[src/rtl/switch_input_ctrl_pkg.sv]
// Shared definitions for the switch input controller: MMIO read addresses and debounce FSM states.
package switch_input_ctrl_pkg;

   localparam logic [31:0] SW_RAW16    = 32'hFFFF_FFF1;
   localparam logic [31:0] SW_SEXT_HI8 = 32'hFFFF_FFF3;
   localparam logic [31:0] SW_ZEXT_HI8 = 32'hFFFF_FFF5;
   localparam logic [31:0] SW_LOW3     = 32'hFFFF_FFF7;
   localparam logic [31:0] SW_LOW8     = 32'hFFFF_FFFB;
   localparam logic [31:0] SW_STATUS   = 32'hFFFF_FFE1;

   typedef enum logic [1:0] {
      IDLE,
      PRESS_DB,
      HELD,
      REL_DB
   } db_state_e;

   function automatic logic is_data_addr(input logic [31:0] a);
      return (a == SW_RAW16) || (a == SW_SEXT_HI8) || (a == SW_ZEXT_HI8) ||
             (a == SW_LOW3)  || (a == SW_LOW8);
   endfunction

endpackage

[src/rtl/switch_input_ctrl_btn_debounce.sv]
// Confirm-button synchroniser and press/release debouncer.
// Emits one registered capture pulse per accepted physical press.
module btn_debounce
   import switch_input_ctrl_pkg::*;
#(
   parameter int DEBOUNCE_CYCLES = 20000,
   parameter int CNT_W           = 16
) (
   input  logic clk_i,
   input  logic rst_i,
   input  logic btn_i,
   output logic capture_o
);

   localparam logic [CNT_W-1:0] CNT_LAST = CNT_W'(DEBOUNCE_CYCLES - 1);

   logic             sync1_q;
   logic             btn_s_q;
   logic [CNT_W-1:0] cnt_q;
   db_state_e        state_q;
   logic             capture_q;

   always_ff @(posedge clk_i) begin
      if (rst_i) begin
         sync1_q   <= 1'b0;
         btn_s_q   <= 1'b0;
         cnt_q     <= '0;
         state_q   <= IDLE;
         capture_q <= 1'b0;
      end else begin
         sync1_q   <= btn_i;
         btn_s_q   <= sync1_q;
         capture_q <= 1'b0;
         case (state_q)
            IDLE: begin
               if (btn_s_q) begin
                  cnt_q   <= '0;
                  state_q <= PRESS_DB;
               end
            end
            PRESS_DB: begin
               if (!btn_s_q) begin
                  state_q <= IDLE;
               end else if (cnt_q == CNT_LAST) begin
                  capture_q <= 1'b1;
                  state_q   <= HELD;
               end else begin
                  cnt_q <= cnt_q + CNT_W'(1);
               end
            end
            // Holding never recaptures; only a debounced release re-arms IDLE.
            HELD: begin
               if (!btn_s_q) begin
                  cnt_q   <= '0;
                  state_q <= REL_DB;
               end
            end
            REL_DB: begin
               if (btn_s_q) begin
                  state_q <= HELD;
               end else if (cnt_q == CNT_LAST) begin
                  state_q <= IDLE;
               end else begin
                  cnt_q <= cnt_q + CNT_W'(1);
               end
            end
            default: state_q <= IDLE;
         endcase
      end
   end

   assign capture_o = capture_q;

endmodule

[src/rtl/switch_input_ctrl.sv]
// MMIO switch input controller: snapshots switches on a debounced confirm press and
// serves formatted reads with 1-cycle latency; status exposes valid/overrun flags.
module switch_input_ctrl
   import switch_input_ctrl_pkg::*;
#(
   parameter int DEBOUNCE_CYCLES = 20000,
   parameter int CNT_W           = 16
) (
   input  logic        clk,
   input  logic        rst,
   input  logic        io_rd,
   input  logic [31:0] address,
   input  logic [15:0] switch_input,
   input  logic        confirm_btn,
   output logic [15:0] rdata,
   output logic        data_valid,
   output logic        overrun
);

   logic        capture;
   logic [15:0] snap_q,  snap_d;
   logic [15:0] rdata_q, rdata_d;
   logic        valid_q, valid_d;
   logic        ovr_q,   ovr_d;
   logic        data_rd, stat_rd;

   btn_debounce #(
      .DEBOUNCE_CYCLES (DEBOUNCE_CYCLES),
      .CNT_W           (CNT_W)
   ) u_btn_debounce (
      .clk_i     (clk),
      .rst_i     (rst),
      .btn_i     (confirm_btn),
      .capture_o (capture)
   );

   assign data_rd = io_rd && is_data_addr(address);
   assign stat_rd = io_rd && (address == SW_STATUS);

   always_comb begin
      rdata_d = rdata_q;
      if (io_rd) begin
         case (address)
            SW_RAW16:    rdata_d = snap_q;
            SW_SEXT_HI8: rdata_d = {{8{snap_q[15]}}, snap_q[15:8]};
            SW_ZEXT_HI8: rdata_d = {8'b0, snap_q[15:8]};
            SW_LOW3:     rdata_d = {13'b0, snap_q[2:0]};
            SW_LOW8:     rdata_d = {8'b0, snap_q[7:0]};
            SW_STATUS:   rdata_d = {14'b0, ovr_q, valid_q};
            default:     rdata_d = 16'h0000;
         endcase
      end
   end

   // A capture on the same edge as a read takes priority over the read's flag clear.
   always_comb begin
      snap_d  = snap_q;
      valid_d = valid_q;
      ovr_d   = ovr_q;
      if (capture) begin
         snap_d  = switch_input;
         valid_d = 1'b1;
         if (valid_q) begin
            ovr_d = 1'b1;
         end else if (stat_rd) begin
            ovr_d = 1'b0;
         end
      end else begin
         if (data_rd) valid_d = 1'b0;
         if (stat_rd) ovr_d   = 1'b0;
      end
   end

   always_ff @(posedge clk) begin
      if (rst) begin
         snap_q  <= '0;
         rdata_q <= '0;
         valid_q <= 1'b0;
         ovr_q   <= 1'b0;
      end else begin
         snap_q  <= snap_d;
         rdata_q <= rdata_d;
         valid_q <= valid_d;
         ovr_q   <= ovr_d;
      end
   end

   assign rdata      = rdata_q;
   assign data_valid = valid_q;
   assign overrun    = ovr_q;

endmodule

[config.mk]
export PLATFORM = sky130hd
export DESIGN_NAME = switch_input_ctrl
export DESIGN_NICKNAME = d
export VERILOG_FILES = /design/src/rtl/switch_input_ctrl_pkg.sv /design/src/rtl/switch_input_ctrl_btn_debounce.sv /design/src/rtl/switch_input_ctrl.sv
export SDC_FILE = /design/constraint.sdc
export NUM_CORES = 1
export LEC_CHECK = 0
export CORE_MARGIN = 5
export CORE_UTILIZATION = 40
export DETAILED_ROUTE_END_ITERATION = 8
export HOLD_SLACK_MARGIN = 0.05
export PLACE_DENSITY = 0.67
export SLEW_MARGIN = 20
export SYNTH_ARGS = -nofsm -noshare
export SYNTH_HDL_FRONTEND = slang
export SYNTH_SLANG_ARGS = --single-unit
[constraint.sdc]
create_clock -name clk -period 2.6 [get_ports clk]
set_clock_uncertainty 0.15 [all_clocks]
set_input_delay 0.26 -clock clk [delete_from_list [all_inputs] [get_ports clk]]
set_output_delay 0.26 -clock clk [all_outputs]
set_load 0.02 [all_outputs]
Word level (Yosys, flattened, before mapping)
Index checks and enable logic that the tools add are counted.
{"block": "word_totals", "regBits": 55, "out_inout_bits": 18, "wordCells": 59, "input_bits": 52}
{"block": "classes", "bitwise": 2, "reduce_logical": 11, "eq_ne": 16, "muxes": 20, "addsub": 1}
{"cell": "32-bit equality test (second input constant)", "n": 6}
{"cell": "16-bit case mux with 6 select lines", "n": 1}
{"cell": "16-bit two-way mux", "n": 5}
{"cell": "16-bit case mux with 4 select lines", "n": 1}
{"cell": "16-bit by 1-bit adder with 16-bit output (second input constant)", "n": 1}
{"cell": "16-bit by 15-bit equality test with 1-bit output (second input constant)", "n": 1}
{"cell": "2-bit two-way mux", "n": 6}
{"cell": "2-bit case mux with 4 select lines", "n": 1}
{"cell": "4-bit AND reduction", "n": 2}
{"cell": "1-bit two-way mux", "n": 6}
{"cell": "2-bit equality test (second input constant)", "n": 2}
{"cell": "1-bit logical OR", "n": 4}
{"cell": "2-bit by 1-bit != test with 1-bit output (second input constant)", "n": 2}
{"cell": "2-bit != test (second input constant)", "n": 2}
{"cell": "3-bit by 1-bit != test with 1-bit output (second input constant)", "n": 1}
{"cell": "3-bit != test (second input constant)", "n": 1}
{"cell": "3-bit OR reduction", "n": 1}
{"cell": "2-bit by 1-bit equality test with 1-bit output (second input constant)", "n": 1}
{"cell": "1-bit logical AND", "n": 2}
{"cell": "2-bit logical NOT", "n": 1}
{"cell": "1-bit NOT", "n": 2}
{"cell": "2-bit nonzero test", "n": 1}

Depth between registers and ports, before layout
Gate-level depths: netlist of run 1.
{"block": "depth", "ltp_word": 8, "ltp_mapped": 7}

Hierarchy
From an unflattened synthesis of run 1, not the netlist that was laid out.
{"block": "hier_totals", "hier_cells": 296, "area_unflattened_um2": 2662.6}
{"mod": "switch_input_ctrl", "area_per_inst_um2": 1655.3, "seq_area_each_um2": 680.7, "instances": 1, "cells_each": 182}
{"mod": "btn_debounce", "area_per_inst_um2": 1007.2, "seq_area_each_um2": 420.4, "instances": 1, "cells_each": 114}

Worst setup path after synthesis of run 1
OpenSTA, ideal clock, no wires.
{"block": "synth_path", "path_kind": "register to register", "from": "reg u_btn_debounce.cnt_q[0]", "to": "reg u_btn_debounce.cnt_q[6]", "required_time_ns": 2.380, "path_stages_with_launch": 8, "synth_period_minus_slack_ns": 1.915, "setup_slack_ns": 0.685, "t_arrival_ns": 1.695, "cell_sequence": "dfxtp_1 > ha_1 > and4_1 > buf_6 > and4_4 > buf_6 > or4_1 > a21oi_1"}
{"block": "synth_via", "elab_chain_cells": 4, "word_cells_on_any_way": 6, "classes_between": "1 x add/sub; 1 x eq/ne; 4 x mux"}
{"element": "start, declared", "line": "switch_input_ctrl_btn_debounce.sv:19", "source": "logic [CNT_W-1:0] cnt_q;"}
{"element": "start signal, assigned", "line": "switch_input_ctrl_btn_debounce.sv:48", "source": "cnt_q <= cnt_q + CNT_W'(1);"}
{"element": "start signal, assigned", "line": "switch_input_ctrl_btn_debounce.sv:64", "source": "cnt_q <= cnt_q + CNT_W'(1);"}
{"element": "16-bit by 1-bit adder with 16-bit output or 16-bit by 15-bit equality test with 1-bit output (tied branches)"}
{"element": "16-bit two-way mux (*)", "line": "switch_input_ctrl_btn_debounce.sv:44, switch_input_ctrl_btn_debounce.sv:61"}
{"element": "16-bit two-way mux (on tied branches)", "line": "switch_input_ctrl_btn_debounce.sv:59, switch_input_ctrl_btn_debounce.sv:42"}
{"element": "16-bit case mux with 4 select lines (*)", "line": "switch_input_ctrl_btn_debounce.sv:34", "source": "case (state_q)"}
Mark *: on every way between the ends. The rest lies on a longest branch, timed or not. The select of a mux whose other input is x is not followed.
A chain may end at the register's enable or synchronous reset.

Worst setup path after layout of run 1
{"block": "layout_path", "from": "reg u_btn_debounce.cnt_q[0]", "to": "reg u_btn_debounce.cnt_q[1]"}
Same word-level chain as after synthesis.

==> results of run 1 <==
flip-flops by register name (all words and copies together) (netlist names), named ones only:
register and flops:
data_valid 1, overrun 1, rdata 16, snap_q 16
u_btn_debounce.btn_s_q 1, u_btn_debounce.capture_o 1, u_btn_debounce.cnt_q 16, u_btn_debounce.state_q 1
u_btn_debounce.sync1_q 1
cell usage in the layout (no fill, tap or decap), drive strengths merged, types with 2 or more instances in the layout:
| master | count |
|---|---|
| nor3 | 7 |
| nor2 | 24 |
| nand3 | 10 |
| a31o | 2 |
| mux2i | 18 |
| nor3b | 6 |
| and3 | 7 |
| a21boi | 2 |
| o21ai | 18 |
| and4 | 3 |
| o2bb2ai | 2 |
| a21oi | 17 |
| nor4b | 4 |
| xor2 | 4 |
| or4 | 5 |
| a22oi | 6 |
| nor2b | 5 |
| clkbuf | 6 |
| nand4 | 26 |
| nor4 | 9 |
| nand2 | 18 |
| buf | 10 |
| a2bb2oi | 4 |
| o221ai | 3 |
| xnor2 | 4 |
| clkdlybuf4s50 | 69 |
| nand2b | 10 |
| dfxtp | 55 |
| inv | 18 |
| o31ai | 6 |
critical path, stage by stage (launching register included):
cell     delay, ps
dfxtp_1        390
ha_1           220
and4_1         400
nand4_1        270
a21oi_1        400
a32o_1         170
cell families after synthesis:
| family | count (synthesis) | synth area share (%) |
|---|---|---|
| DFF | 55 | 39.95 |
| xor gates and xnor gates | 8 | 2.542 |
| AOI/OAI and AO/OA | 67 | 16.16 |
| muxes | 19 | 6.945 |
| adders and majority gates | 1 | 0.4539 |
| and+or+nand+nor | 137 | 28.73 |
| buffers and inverters | 33 | 5.220 |
worst max path at each step:
stage	from	to	slack (ps)	cells past startpoint
final	u_btn_debounce.cnt_q[0]	u_btn_debounce.cnt_q[1]	540	5
after detailed placement	address[1]	rdata[7]	480	6
after floorplan	u_btn_debounce.cnt_q[0]	u_btn_debounce.cnt_q[6]	680	7
after global routing	u_btn_debounce.cnt_q[0]	u_btn_debounce.cnt_q[11]	370	5
after global placement	address[4]	overrun	500	5
after CTS	u_btn_debounce.cnt_q[0]	u_btn_debounce.cnt_q[1]	570	5
final cells by class:
type / count / area, sq um / area share, %
multi-input cells: 232 / 1518 / 41.73
repair buffers: 79 / 765.7 / 21.05
flip-flops and latches: 55 / 1101 / 30.27
clock inverters: 2 / 16.27 / 0.4472
well taps: 80 / 100.1 / 2.752
inverters: 17 / 63.81 / 1.754
clock buffers: 6 / 72.57 / 1.995
power groups by stage:
stage               clock network (mW)  logic [mW]  registers (mW)
finish                           0.485       0.153           0.845
global route                     0.530       0.164           0.846
CTS                              0.498       0.153           0.845
detailed placement                   0       0.152           0.865
global placement                     0       0.150           0.865
floorplan                            0      0.0510           0.864
routing by layer:
metal | vias to the layer above | share of wire [%] | GRT usage (%) | wire length, um
li1 | 1333 | - | - | -
met1 | 1192 | 50 | 24.34 | 3631
met2 | 51 | 45 | 26.09 | 3310
met3 | 9 | 3.6 | 3.057 | 261
met4 | 0 | 1.4 | 5.006 | 105
met5 | - | 0 | 0 | 0
==> impl_results.md, run 1 <==
* Final Cycle Share at 79.18%
* Final ANT Viol Nets at 0
* Crit path capture type: flip-flop
* VDD IR-drop max at 0.0002454 V
* Clock power share at 32.7%
* Starting Density at 40.80%
* Area Growth Syn to Fin at 31.96%
* Cts repair resizes at 0
* Area of the mapped netlist at 2756 sq um
* Synth top area share at 39.95%
* Max_cap viols at 0
* Startpoint types: flip-flop
* Crit path time final at 2059 ps
* Final WL at 7308 um
* Filler instances at 649
* Antenna violations before repair at 0
* DRT Pass-1 Iters at 4
* Via density at 5.488
* Cell with the most instances after synthesis: dfxtp_1
* Vias at 2,585
* Max Root-Sink Buffers at 2
* Gate power share at 10.3%
* Setup TNS at 0 ps
* Run status: finished, final reports clean
* Setup Buffers After CTS at 0
* Final setup margin at 541.3 ps
* CTS Buf Count at 5
* Critical Path AT at 2170 ps
* Final Instance Area at 3637 sq um
* Layout Cells excl Fill at 471
* RR Startpoint: u_btn_debounce.cnt_q[0]
* Crit path kind: reg -> reg
* Place WS at 479.4 ps
* Placed cell area at 3548 sq um
* Final nets at 443
* Flop-to-flop setup slack at 540 ps
* Total GRT Usage at 17.01%
* Worst endpoint required time at 2710 ps
* Worst Hold Class: reg -> reg
* Sequential share of power at 57.0%
* Reg2reg end: u_btn_debounce.cnt_q[1]
* # hold bufs at CTS at 0
* Final Util at 53.83%
* YS warnings at 0
* Clock Tree Root: clkbuf_8
* Syn nets at 373
* Dpl hpwl at 5591 um
* Synth Area per Inst at 8.614 sq um
* Clock-pin transition on the worst setup and hold timing paths at 100 ps
* Rel. slew slack at 67.01%
* Unique cell type count in the Yosys netlist at 48
* Vias in the first global route at 2,571
* Largest net degree at the start of global routing at 30
* CP max FO at 9
* Final Hold Vio Count at 0
* Fmax at 485.7 MHz
* Post-synth top cells: dfxtp_1 (55), nand4_1 (26), nor2_1 (24), mux2i_1 (18), nand2_1 (18)
* PnR Total Power at 1.482 mW
* Grt ovf at 0
* IO buf count at 69
* Power per standard cell area at 407.5 nW/um^2
* Total I/O pin count at 70
* Share of layout cells above drive strength 1 at 6.394%
* R2R depth at 5
* DRC Markers at 0
* Internal power at 1.127 mW
* Count of final setup violators at 0
* Number of enable flip-flop cells after synthesis at 0
* Die H at 93.01 um
* Die Wd at 93.01 um
* Clk_lat worst skew at 310 ps
* RD Place Congestion at 0.8734
* Post-synth ARST share at 0%
* RSZ-0062 raised after global routing: no
* Synth Register Bits at 55
* Global-route wire length before repair at 12,120 um
* Switching Fraction at 23.97%
* Slew @ Worst Pin at 493.0 ps
* CTS tree: done
* Hold Path Sink: u_btn_debounce.btn_s_q
* Top_reg_cell synth: dfxtp_1
* Final Slew Violations at 0
* Switch Pwr at 0.3553 mW
* Synth Instances at 320
* Top post-synthesis cells by area: dfxtp_1 (40%), mux2i_1 (6.5%), nand4_1 (5.9%)
* Hold Path Depth at 1
* Diodes inserted at 0
* Post-synthesis sequential area ratio at 39.95%
* H-Tree Depth at 2
* Total clock sinks at 55
* Routed len/inst at 15.52 um
* WHS at 294.0 ps
* Placed cells at 463
* Core footprint at 6756 sq um
* Pleak at 1.160 nW
* Die area at 8651 sq um
* Initial DRC Count at 253
* Hold Crit Start: u_btn_debounce.sync1_q
* Std-Cell Rows at 30
* Post-synth top area cell: dfxtp_1
Power figures use the tool's default switching activity.
==> run 2, diff against run 1 <==
Clock period 2.6 ns to 2.15 ns, I/O delays scaled along.
==> run 2 against run 1 <==
Against the previous run: sequential power up 21%; register-to-register slack worse by 380 ps; non-clock buffer count up 5; sequential share of layout area down 0.29 points; wire length down 0.56%; cell count up 1.1%; cell area up 0.96%; power up 20%; die area unchanged; utilization up 0.52 points; critical endpoint is now u_btn_debounce.cnt_q[9]; largest cell class unchanged; highest routed layer unchanged.
==> impl_results.md, run 2 (synthesized netlist as in run 1, its figures left out) <==
* Run status: finished, final reports clean (unchanged)
* Total clock sinks at 55 (unchanged)
* DRT Pass-1 Iters at 4 (unchanged)
* Setup TNS at 0 ps (unchanged)
* VDD IR-drop max at 0.0003553 V (was 0.0002454 V)
* Cts repair resizes at 0 (unchanged)
* Max stage delay on crit path at 390 ps (was 400 ps)
* Total I/O pin count at 70 (unchanged)
* CTS tree: done (unchanged)
* Starting Density at 40.80% (unchanged)
* Die area at 8651 sq um (unchanged)
* Share of layout cells above drive strength 1 at 7.576% (was 6.394%)
* DRC Markers at 0 (unchanged)
* Max_cap viols at 0 (unchanged)
* RD Place Congestion at 0.8223 (was 0.8734)
* Count of final setup violators at 0 (unchanged)
* Clk_lat worst skew at 310 ps (about the same)
* Pleak at 1.186 nW (was 1.160 nW)
* Slew @ Worst Pin at 479.6 ps (was 493.0 ps)
* Commonest non-fill, non-tap cells in the layout: clkdlybuf4s50_1 (69), dfxtp_1 (55), nand4_1 (26) (unchanged)
* Vias in the first global route at 2,535 (was 2,571)
* H-Tree Depth at 2 (unchanged)
* Setup Buffers After CTS at 0 (unchanged)
* Diodes inserted at 0 (unchanged)
* Crit path capture type: flip-flop (unchanged)
* Area Growth Syn to Fin at 33.23% (was 31.96%)
* Via density at 5.546 (was 5.488)
* Final ANT Viol Nets at 0 (unchanged)
* Place WS at 57.96 ps (was 479.4 ps)
* Fmax at 503.9 MHz (was 485.7 MHz)
* Final WL at 7267 um (was 7308 um)
* PnR Total Power at 1.786 mW (was 1.482 mW)
* RSZ-0062 raised after global routing: no (unchanged)
* CP top delay family: simple AND/OR/NAND/NOR gates (unchanged)
* CTS Buf Count at 5 (unchanged)
* Final nets at 448 (was 443)
* Crit path kind: reg -> reg (unchanged)
* Buf/Inv on CP at 0 (unchanged)
* # hold bufs at CTS at 0 (unchanged)
* Antenna violations before repair at 0 (unchanged)
* Final Hold Vio Count at 0 (unchanged)
* Die Wd at 93.01 um (unchanged)
* Die H at 93.01 um (unchanged)
* CP cell instances: ha_1 > and4_2 > nand4_1 > nand3_1 > mux2_2 (was ha_1 > and4_1 > nand4_1 > a21oi_1 > a32o_1)
* Initial DRC Count at 180 (was 253)
* Clock-pin transition on the worst setup and hold timing paths at 100 ps (about the same)
* Core footprint at 6756 sq um (unchanged)
* Critical Path Slowest Stage Cell: dfxtp_1 (was and4_1)
* Startpoint types: flip-flop (unchanged)
* Final Cycle Share at 92.30% (was 79.18%)
* Grt ovf at 0 (unchanged)
* Critical Path AT at 2040 ps (was 2170 ps)
* Final Slew Violations at 0 (unchanged)
* Placed cell area at 3586 sq um (was 3548 sq um)
* Worst endpoint required time at 2200 ps (was 2710 ps)
* Vias at 2,640 (was 2,585)
* Crit path time final at 1984 ps (was 2059 ps)
* Clock Tree Root: clkbuf_8 (unchanged)
* Routed len/inst at 15.27 um (was 15.52 um)
* Commonest non-fill, non-tap cell in the layout: clkdlybuf4s50_1 (unchanged)
* CP max FO at 9 (unchanged)
* Power per standard cell area at 486.3 nW/um^2 (was 407.5 nW/um^2)
* Worst Hold Class: reg -> reg (unchanged)
* Global-route wire length before repair at 12,120 um (about the same)
* Total GRT Usage at 17.03% (was 17.01%)
* Dpl hpwl at 5581 um (was 5591 um)
* Largest net degree at the start of global routing at 30 (unchanged)
* IO buf count at 69 (unchanged)
* Rel. slew slack at 67.92% (was 67.01%)
* Final Instance Area at 3672 sq um (was 3637 sq um)
* Max Root-Sink Buffers at 2 (unchanged)
* Std-Cell Rows at 30 (unchanged)
* Final setup margin at 165.6 ps (was 541.3 ps)
run 2: layout make-up:
type,count,area [sq um]
clock inverters,1,8.758
clock buffers,7,76.32
flip-flops and latches,55,1101
repair buffers,84,803.3
inverters,17,63.81
multi-input cells,232,1519
well taps,80,100.1
fillers,635,3084
run 2: metal layers:
layer  up-vias  share of wire (%)  GRT usage (%)
met1      1229                 48          24.43
met4         0               0.55          3.297
li1       1340                  -              -
met5         -                  0              0
met2        67                 46          26.39
met3         4                5.7          3.701
run 2: path summary, 6_finish.rpt:
kind / cells past startpoint / start / end / slack (ps)
worst max-delay path: 5 / u_btn_debounce.cnt_q[0] / u_btn_debounce.cnt_q[9] / 170
worst min-delay path: 1 / u_btn_debounce.sync1_q / u_btn_debounce.btn_s_q / 300
worst max register to register: 5 / u_btn_debounce.cnt_q[0] / u_btn_debounce.cnt_q[9] / 170
worst min register to register: 1 / u_btn_debounce.sync1_q / u_btn_debounce.btn_s_q / 300
run 2: worst register-to-register path: cells and delay by family (launching register included):
family / cells / cell delay [ps]
fa+ha+maj: 1 / 210
flops: 1 / 390
mux: 1 / 340
simple gates: 3 / 790
run 2: where the power goes:
| part | internal (mW) | leakage, nW | switching (mW) |
|---|---|---|---|
| sequential | 1.02 | 0.443 | 0.00157 |
| combinational | 0.113 | 0.699 | 0.0761 |
| clock | 0.236 | 0.0428 | 0.338 |
run 2: through the flow:
stage          utilization, %  std cells  hold WS [ps]
2_1_floorplan               -        320         193.2
3_3_place_gp            53.07        468         268.3
3_5_place_dp            53.07        468         284.1
4_1_cts                 54.33        476         305.1
5_1_grt                 54.35        476         316.0
6_report                54.35        476         301.3
